--- config.mk ---
export PLATFORM = sky130hd
export DESIGN_NAME = prewish_mentor
export DESIGN_NICKNAME = d
export VERILOG_FILES = /design/src/rtl/prewish_mentor.sv
export SDC_FILE = /design/constraint.sdc
export NUM_CORES = 1
export LEC_CHECK = 0
export CORE_MARGIN = 4
export CORE_UTILIZATION = 61
export DETAILED_ROUTE_END_ITERATION = 16
export GPL_TIMING_DRIVEN = 1
export PLACE_DENSITY_LB_ADDON = 0.08
export SYNTH_ARGS = -nofsm -noshare
export SYNTH_HDL_FRONTEND = slang
export SYNTH_SLANG_ARGS = --single-unit
--- constraint.sdc ---
create_clock -name CLK_I -period 4.1 [get_ports CLK_I]
set_input_delay 1.23 -clock CLK_I [delete_from_list [all_inputs] [get_ports CLK_I]]
set_output_delay 1.23 -clock CLK_I [all_outputs]
set_load 0.02 [all_outputs]
--- src/rtl/prewish_mentor.sv ---
// Wishbone-style mentor that walks a table of blink masks and writes each one
// to the STUDENT's mask port. Each mask is held for a programmable dwell time, with skip and pause.
module prewish_mentor #(
  parameter int                          NUM_PATTERNS = 4,
  parameter logic [8*NUM_PATTERNS-1:0]   PATTERNS     = 32'hFF_F0_A0_80,
  parameter int                          DWELL_CYCLES = 50_000_000,
  parameter int                          ACK_TIMEOUT  = 4
) (
  input  logic       CLK_I,
  input  logic       RST_I,
  input  logic       ACK_I,
  input  logic       i_next,
  input  logic       i_pause,
  output logic       CYC_O,
  output logic       STB_O,
  output logic [7:0] DAT_O,
  output logic [3:0] o_index,
  output logic       o_err
);

  localparam int DW = $clog2(DWELL_CYCLES);
  localparam int WW = $clog2(ACK_TIMEOUT + 1);

  localparam logic [DW-1:0] DWELL_LAST = DW'(DWELL_CYCLES - 1);
  localparam logic [WW-1:0] WAIT_LAST  = WW'(ACK_TIMEOUT - 1);
  localparam logic [3:0]    IDX_LAST   = 4'(NUM_PATTERNS - 1);
  // The table is padded to the full 16 entries so any 4-bit index selects in range.
  localparam logic [127:0]  TABLE      = 128'(PATTERNS);

  typedef enum logic [1:0] {IDLE, WRITE, DWELL} state_t;

  state_t        state;
  logic [DW-1:0] dwell_cnt;
  logic [WW-1:0] wait_cnt;
  logic          pending;
  logic [3:0]    next_idx;
  logic          dwell_end;

  function automatic logic [7:0] entry(input logic [3:0] idx);
    return TABLE[{idx, 3'b000} +: 8];
  endfunction

  assign next_idx  = (o_index == IDX_LAST) ? 4'd0 : o_index + 4'd1;
  // A skip request overrides a pause, so it is checked first.
  assign dwell_end = pending || i_next || (!i_pause && dwell_cnt == DWELL_LAST);

  // The STUDENT sees a single-cycle bus, so CYC_O is just the registered strobe.
  assign CYC_O = STB_O;

  // NOTE: state is written with non-blocking assignments so every register
  // samples the pre-edge values, independent of statement order.
  always_ff @(posedge CLK_I or negedge RST_I) begin
    if (!RST_I) begin
      state     <= IDLE;
      STB_O     <= 1'b0;
      DAT_O     <= 8'h00;
      o_index   <= 4'd0;
      o_err     <= 1'b0;
      dwell_cnt <= '0;
      wait_cnt  <= '0;
      pending   <= 1'b0;
    end else begin
      unique case (state)
        IDLE: begin
          state    <= WRITE;
          STB_O    <= 1'b1;
          DAT_O    <= entry(o_index);
          wait_cnt <= '0;
        end
        WRITE: begin
          if (i_next) pending <= 1'b1;
          if (ACK_I) begin
            STB_O     <= 1'b0;
            state     <= DWELL;
            dwell_cnt <= '0;
          end else if (wait_cnt == WAIT_LAST) begin
            // An unacknowledged write still counts as done; only the error flag records it.
            STB_O     <= 1'b0;
            o_err     <= 1'b1;
            state     <= DWELL;
            dwell_cnt <= '0;
          end else begin
            wait_cnt <= wait_cnt + WW'(1);
          end
        end
        DWELL: begin
          if (dwell_end) begin
            o_index  <= next_idx;
            DAT_O    <= entry(next_idx);
            STB_O    <= 1'b1;
            pending  <= 1'b0;
            wait_cnt <= '0;
            state    <= WRITE;
          end else if (!i_pause) begin
            dwell_cnt <= dwell_cnt + DW'(1);
          end
        end
        default: state <= IDLE;
      endcase
    end
  end

endmodule

==> results of run 1 <==
-- synthesized netlist by cell type (5+ instances only) --
master    count
nand4_1       6
clkbuf_1     11
o21ai_0      10
buf_4         5
and3_1        7
mux2_2        6
nand2b_1      7
nor3_1        5
a41oi_1       5
nand2_1      23
nor2_1       13
nand3_1      11
dfrtp_1      42
a31oi_1      26
a21oi_1      17
inv_1         7
-- routing by layer --
metal | routed length [um] | track usage | vias to the layer above
li1 | - | - | 954
met1 | 2290 | 0.294 | 901
met2 | 2280 | 0.337 | 51
met3 | 238 | 0.0417 | 9
met4 | 82 | 0.0851 | 0
met5 | 0 | 0 | -
-- final timing paths --
path,from,end,cells after the start
setup / recovery,i_pause,o_index[0]$_DFFE_PN0P_,6
hold / removal,o_err$_DFFE_PN0P_,o_err$_DFFE_PN0P_,1
setup reg to reg,dwell_cnt[18]$_DFFE_PN0P_,o_index[0]$_DFFE_PN0P_,5
hold reg to reg,o_err$_DFFE_PN0P_,o_err$_DFFE_PN0P_,1
max in group asynchronous,RST_I,dwell_cnt[14]$_DFFE_PN0P_,1
min in group asynchronous,RST_I,wait_cnt[0]$_DFFE_PN0P_,1
-- power by group --
| group | switching [mW] | leakage, nW | internal, mW |
|---|---|---|---|
| logic | 0.257 | 0.471 | 0.205 |
| clock network | 0.148 | 0.0452 | 0.120 |
| registers | 0.0669 | 0.559 | 0.471 |
| total | 0.473 | 1.07 | 0.796 |
-- cells by family after synthesis --
family | Yosys count | synth area share
AOI/OAI and AO/OA | 75 | 0.204
muxes | 10 | 0.0459
DFF | 42 | 0.448
xor gates and xnor gates | 1 | 0.00374
adders and majority gates | 4 | 0.0213
buffers and inverters | 27 | 0.0640
and+or+nand+nor | 92 | 0.212
-- sequential cells by signal, summed over array words and instances (netlist names) --
register / count
DAT_O: 4
o_index: 4
dwell_cnt: 26
state: 2
wait_cnt: 3
pending: 1
o_err: 1
CYC_O: 1
-- per-stage QoR --
step / hold WS, ps / instance area, sq um
floorplan: 443 / 2340
global placement: 441 / 2500
detailed placement: 461 / 2500
CTS: 480 / 2590
global route: 515 / 2590
finish: 475 / 2590
-- cell type report --
| class | instances | area (sq um) |
|---|---|---|
| Fill cell | 311 | 1100 |
| Multi-Input combinational cell | 182 | 1140 |
| Timing Repair Buffer | 24 | 223 |
| Inverter | 7 | 26.3 |
| Tap cell | 48 | 60.1 |
| Clock buffer | 6 | 72.6 |
| Clock inverter | 2 | 13.8 |
| Sequential cell | 42 | 1050 |
-- critical path, stage by stage --
cell and delay, ps:
clkdlybuf4s50_1 420, or4b_1 480, or4_4 540, o21ai_0 410, nand2_1 150, mux2_2 290
==> metrics.cfg, run 1 <==
[sta]
skew_ps = 7.26
hold_viol = 0
drv_slew = 0
timing.max_slew.rel_slack = 0.383
layout_worst_path_cycle_share = 0.813
fmax_mhz = 300
final.setup.worst_slack_ps = 767
grt_setup_unrepaired = false
min_period_ps = 3330
worst_pin_slew_ps = 926
setup_viol = 0
setup_tns_ps = 0

[cells_and_area]
final_common_cell = dfrtp_1
final_cell_mix = 42 x dfrtp_1, 26 x a31oi_1, 23 x nand2_1
area_growth_pct = 10.5
drive_gt1_frac = 0.0913
utilization = 0.702
final_nets = 271
final_cells = 311
n_antenna_cell = 0

[global_route]
antenna_found_initial = 0
grt_max_degree = 43
grt.overflow.total = 0
grt_pass1_wl_um = 8530
grt_util_all_layers = 0.215
grt_pass1_vias = 1867

[power_and_ir_drop]
power_mw = 1.27
p_per_area_mw_per_mm2 = 490
p_leak_nw = 1.07
max-vdd-ir-drop_mv = 0.230

[synthesis]
yosysUniqueCellTypes = 42
synthFlopType = dfrtp_1
netlist_top_cells_area = dfrtp_1 45%, a31oi_1 6.9%, nand2_1 3.7%
synth_edf_count = 0
synth_area_sq_mm = 0.00234
synth.avg_cell_area_sq_um = 9.34
async_flop_share = 1.00
seq_area_frac_synth = 0.448
synth_top_area_frac = 0.448
synthesis.instances = 251
synth_top_cell_by_area = dfrtp_1
synth_seq_cells = 42
synth_nets = 260
ys_warn_count = 0

[clock_network]
cts_tree = done
cts_sinks = 42
cts_buffers = 5
post_cts_buffers = 0
clockBufferDepth = 2
clkTransAtPathRegs_ps = 80
clock_latency_ps = 300
cts-resized-gates = 0
cts_root_buf = clkbuf_8
hold_buffers = 0
htreeDepth = 2

[die]
core_area_sq_mm = 0.00369
dieArea_sq_mm = 0.00490
die_h_um = 70
fp-row-count = 22
fp.dieW_um = 70
ios = 20
start_util = 0.636

[placed_design]
port_buffers = 19
pre_cts_ws_ps = 458
globalplace.congestion = 0.822
placed_cells = 303
dpl.hpwl_um = 3290

[setup_path]
critPathMaxFanout = 4
worstSetupPathType = input pin to flop
cp-start-kind = input pin
r2r_slack_ps = 1570
cp.arrival_ps = 3530
critPathRequiredTime_ps = 4290
critPathCaptureType = flop

[hold_path]
worstHoldPathType = flop to flop

[run]
cap_violations = 0

[route]
drt_iter0_drc = 160
drc = 0
routedWlPerCell_um = 15.7
vias = 1915
viasPerCell = 6.16
firstDrtPassIters = 4
wl_um = 4890
ant_nets = 0

[outcome]
status = finished clean

(Power assumes the default switching activity.)
==> run 2: changes to the inputs <==
- CORE_UTILIZATION: 61 -> 57
- clock period: 4.1 -> 3.3 ns (I/O delays scaled with it)
==> run 2 against run 1 <==
  * Core utilization down 4.3 points
  * Critical path depth did not move
  * Non-clock buffer count rose by 3
  * Total power up 30%
  * Hold slack improved by 9.6 ps
  * Via count grew 1.5%
  * Clock skew is 0.72 ps higher
  * Count of clock-buffer cells in the layout is 1 lower
  * Final cell count grew 1.6%
  * Highest routed layer unchanged
==> metrics.cfg, run 2 (same netlist as run 1, synthesis figures left out) <==
[global_route]
antenna_found_initial = 0  ; unchanged
grt_pass1_vias = 1824  ; -2.3%
grt_max_degree = 43  ; unchanged
grt.overflow.total = 0  ; unchanged
grt_util_all_layers = 0.206  ; -0.00925
grt_pass1_wl_um = 8480  ; -0.56%

[outcome]
status = finished clean

[cells_and_area]
final_common_cell = dfrtp_1
final_cells = 316  ; +1.6%
fill_cells = 357  ; +15%
final_nets = 274  ; +1.1%
seqCellArea_sq_mm = 0.00105  ; unchanged
drive_gt1_frac = 0.105  ; +0.0140
largest_reg_flops = 26  ; unchanged
top_register = dwell_cnt
largestRegisters = dwell_cnt x26, DAT_O x4, o_index x4
final_cell_mix = 42 x dfrtp_1, 26 x a31oi_1, 23 x nand2_1
area_growth_pct = 12.5
n_antenna_cell = 0  ; unchanged
multi_input_area_sq_mm = 0.00114  ; unchanged

[hold_path]
hold-path-cell-count = 1  ; unchanged
worst_hold_path.endpoint = o_err$_DFFE_PN0P_
worstHoldPathType = flop to flop
min_from = o_err$_DFFE_PN0P_

[power_and_ir_drop]
max-vdd-ir-drop_mv = 0.268  ; +17%
p_per_area_mw_per_mm2 = 624  ; +27%
p_leak_nw = 1.10  ; +2.6%

[clock_network]
cts_tree = done
cts_sinks = 42  ; unchanged
htreeDepth = 2  ; unchanged
hold_buffers = 0  ; unchanged
cts_buffers = 5  ; unchanged
post_cts_buffers = 0  ; unchanged
cts_root_buf = clkbuf_8
clockBufferDepth = 2  ; unchanged
clkTransAtPathRegs_ps = 90  ; about the same
clock_latency_ps = 300  ; about the same
cts-resized-gates = 0  ; unchanged

[die]
die_h_um = 72.1  ; +3.1%
dieArea_sq_mm = 0.00520  ; +6.2%
fp.dieW_um = 72.1  ; +3.1%
fp-row-count = 23  ; +4.5%
ios = 20  ; unchanged
start_util = 0.586  ; -0.0495
core_area_sq_mm = 0.00400  ; +8.4%

[placed_design]
globalplace.congestion = 0.776  ; -5.6%
placed_cells = 308  ; +1.7%
port_buffers = 19  ; unchanged
dpl.hpwl_um = 3330  ; +1.1%

[run]
cap_violations = 0  ; unchanged

[sta]
timing.max_slew.rel_slack = 0.378  ; -0.00465
fmax_mhz = 327
grt_setup_unrepaired = false
setup_tns_ps = 0  ; unchanged
skew_ps = 7.98  ; +0.718 ps
worst_pin_slew_ps = 933  ; +6.97 ps
hold_viol = 0  ; unchanged
layout_worst_path_cycle_share = 0.926
drv_slew = 0  ; unchanged
setup_viol = 0  ; unchanged
min_period_ps = 3050

[route]
wl_um = 4960  ; +1.5%
viasPerCell = 6.15  ; about the same
routedWlPerCell_um = 15.7  ; about the same
drc = 0  ; unchanged
firstDrtPassIters = 4  ; unchanged
drt_iter0_drc = 107  ; -33%
ant_nets = 0  ; unchanged
vias = 1944  ; +1.5%

[setup_path]
critPathRequiredTime_ps = 3490  ; -800 ps
r2r-end = DAT_O[5]$_DFFE_PN0P_
reg2reg_depth = 5  ; unchanged
r2r_slack_ps = 870  ; -700 ps
critPathMaxFanout = 3  ; -1
cp.arrival_ps = 3240  ; -290 ps
worstSetupPathType = input pin to flop
critPathCaptureType = flop
reg2reg_from = dwell_cnt[18]$_DFFE_PN0P_
cp-start-kind = input pin

## run 2: cell types whose count changed in the layout (fill, tap and decap cells not counted)
cell,change
buf_4,+3
bufinv_16,+1
clkbuf_1,-1
clkinv_2,+1
clkinv_4,-1
## run 2: worst max path at each step
stage,start,to,slack (ps)
2_1_floorplan,i_pause,DAT_O[5]$_DFFE_PN0P_,330
3_3_place_gp,i_pause,DAT_O[7]$_DFFE_PN0P_,5
3_5_place_dp,i_pause,DAT_O[5]$_DFFE_PN0P_,-50
4_1_cts,i_pause,DAT_O[5]$_DFFE_PN0P_,260
5_1_grt,i_pause,DAT_O[5]$_DFFE_PN0P_,190
6_report,i_pause,DAT_O[5]$_DFFE_PN0P_,250
## run 2: worst max-delay path: stages
cell and delay, ps:
clkdlybuf4s50_1 450, or4b_1 490, or4_4 540, o211ai_1 220, and2b_1 200, mux2_2 340
## run 2: final cells by class
| cell class | count | area share |
|---|---|---|
| clock buffers | 5 | 0.0261 |
| clock inverters | 3 | 0.0152 |
| inverters | 7 | 0.00996 |
| multi-input cells | 182 | 0.434 |
| flip-flops and latches | 42 | 0.398 |
| well taps | 50 | 0.0237 |
| repair buffers | 27 | 0.0930 |
## run 2: power breakdown
part           internal (mW)  switching, mW  leakage [nW]  total [mW]
combinational          0.259          0.316         0.485       0.575
clock                  0.223          0.184        0.0579       0.407
sequential             0.585         0.0783         0.559       0.664
total                   1.07          0.579          1.10        1.65
## run 2: stage by stage
step	utilization	hold slack [ps]	power, mW	worst slack, ps	area, sq um
after floorplan	-	443	1.08	329	2340
after global placement	0.632	438	1.24	4.65	2530
after detailed placement	0.632	472	1.25	-50.6	2530
after CTS	0.659	485	1.66	263	2640
after global routing	0.659	504	1.75	192	2640
final	0.659	485	1.65	245	2640
## run 2: layer usage
layer | GRT usage | wire, um | vias up
met5 | 0 | 0 | -
met4 | 0.0689 | 71 | 0
met3 | 0.0471 | 249 | 7
met2 | 0.329 | 2360 | 52
met1 | 0.277 | 2280 | 927
li1 | - | - | 958
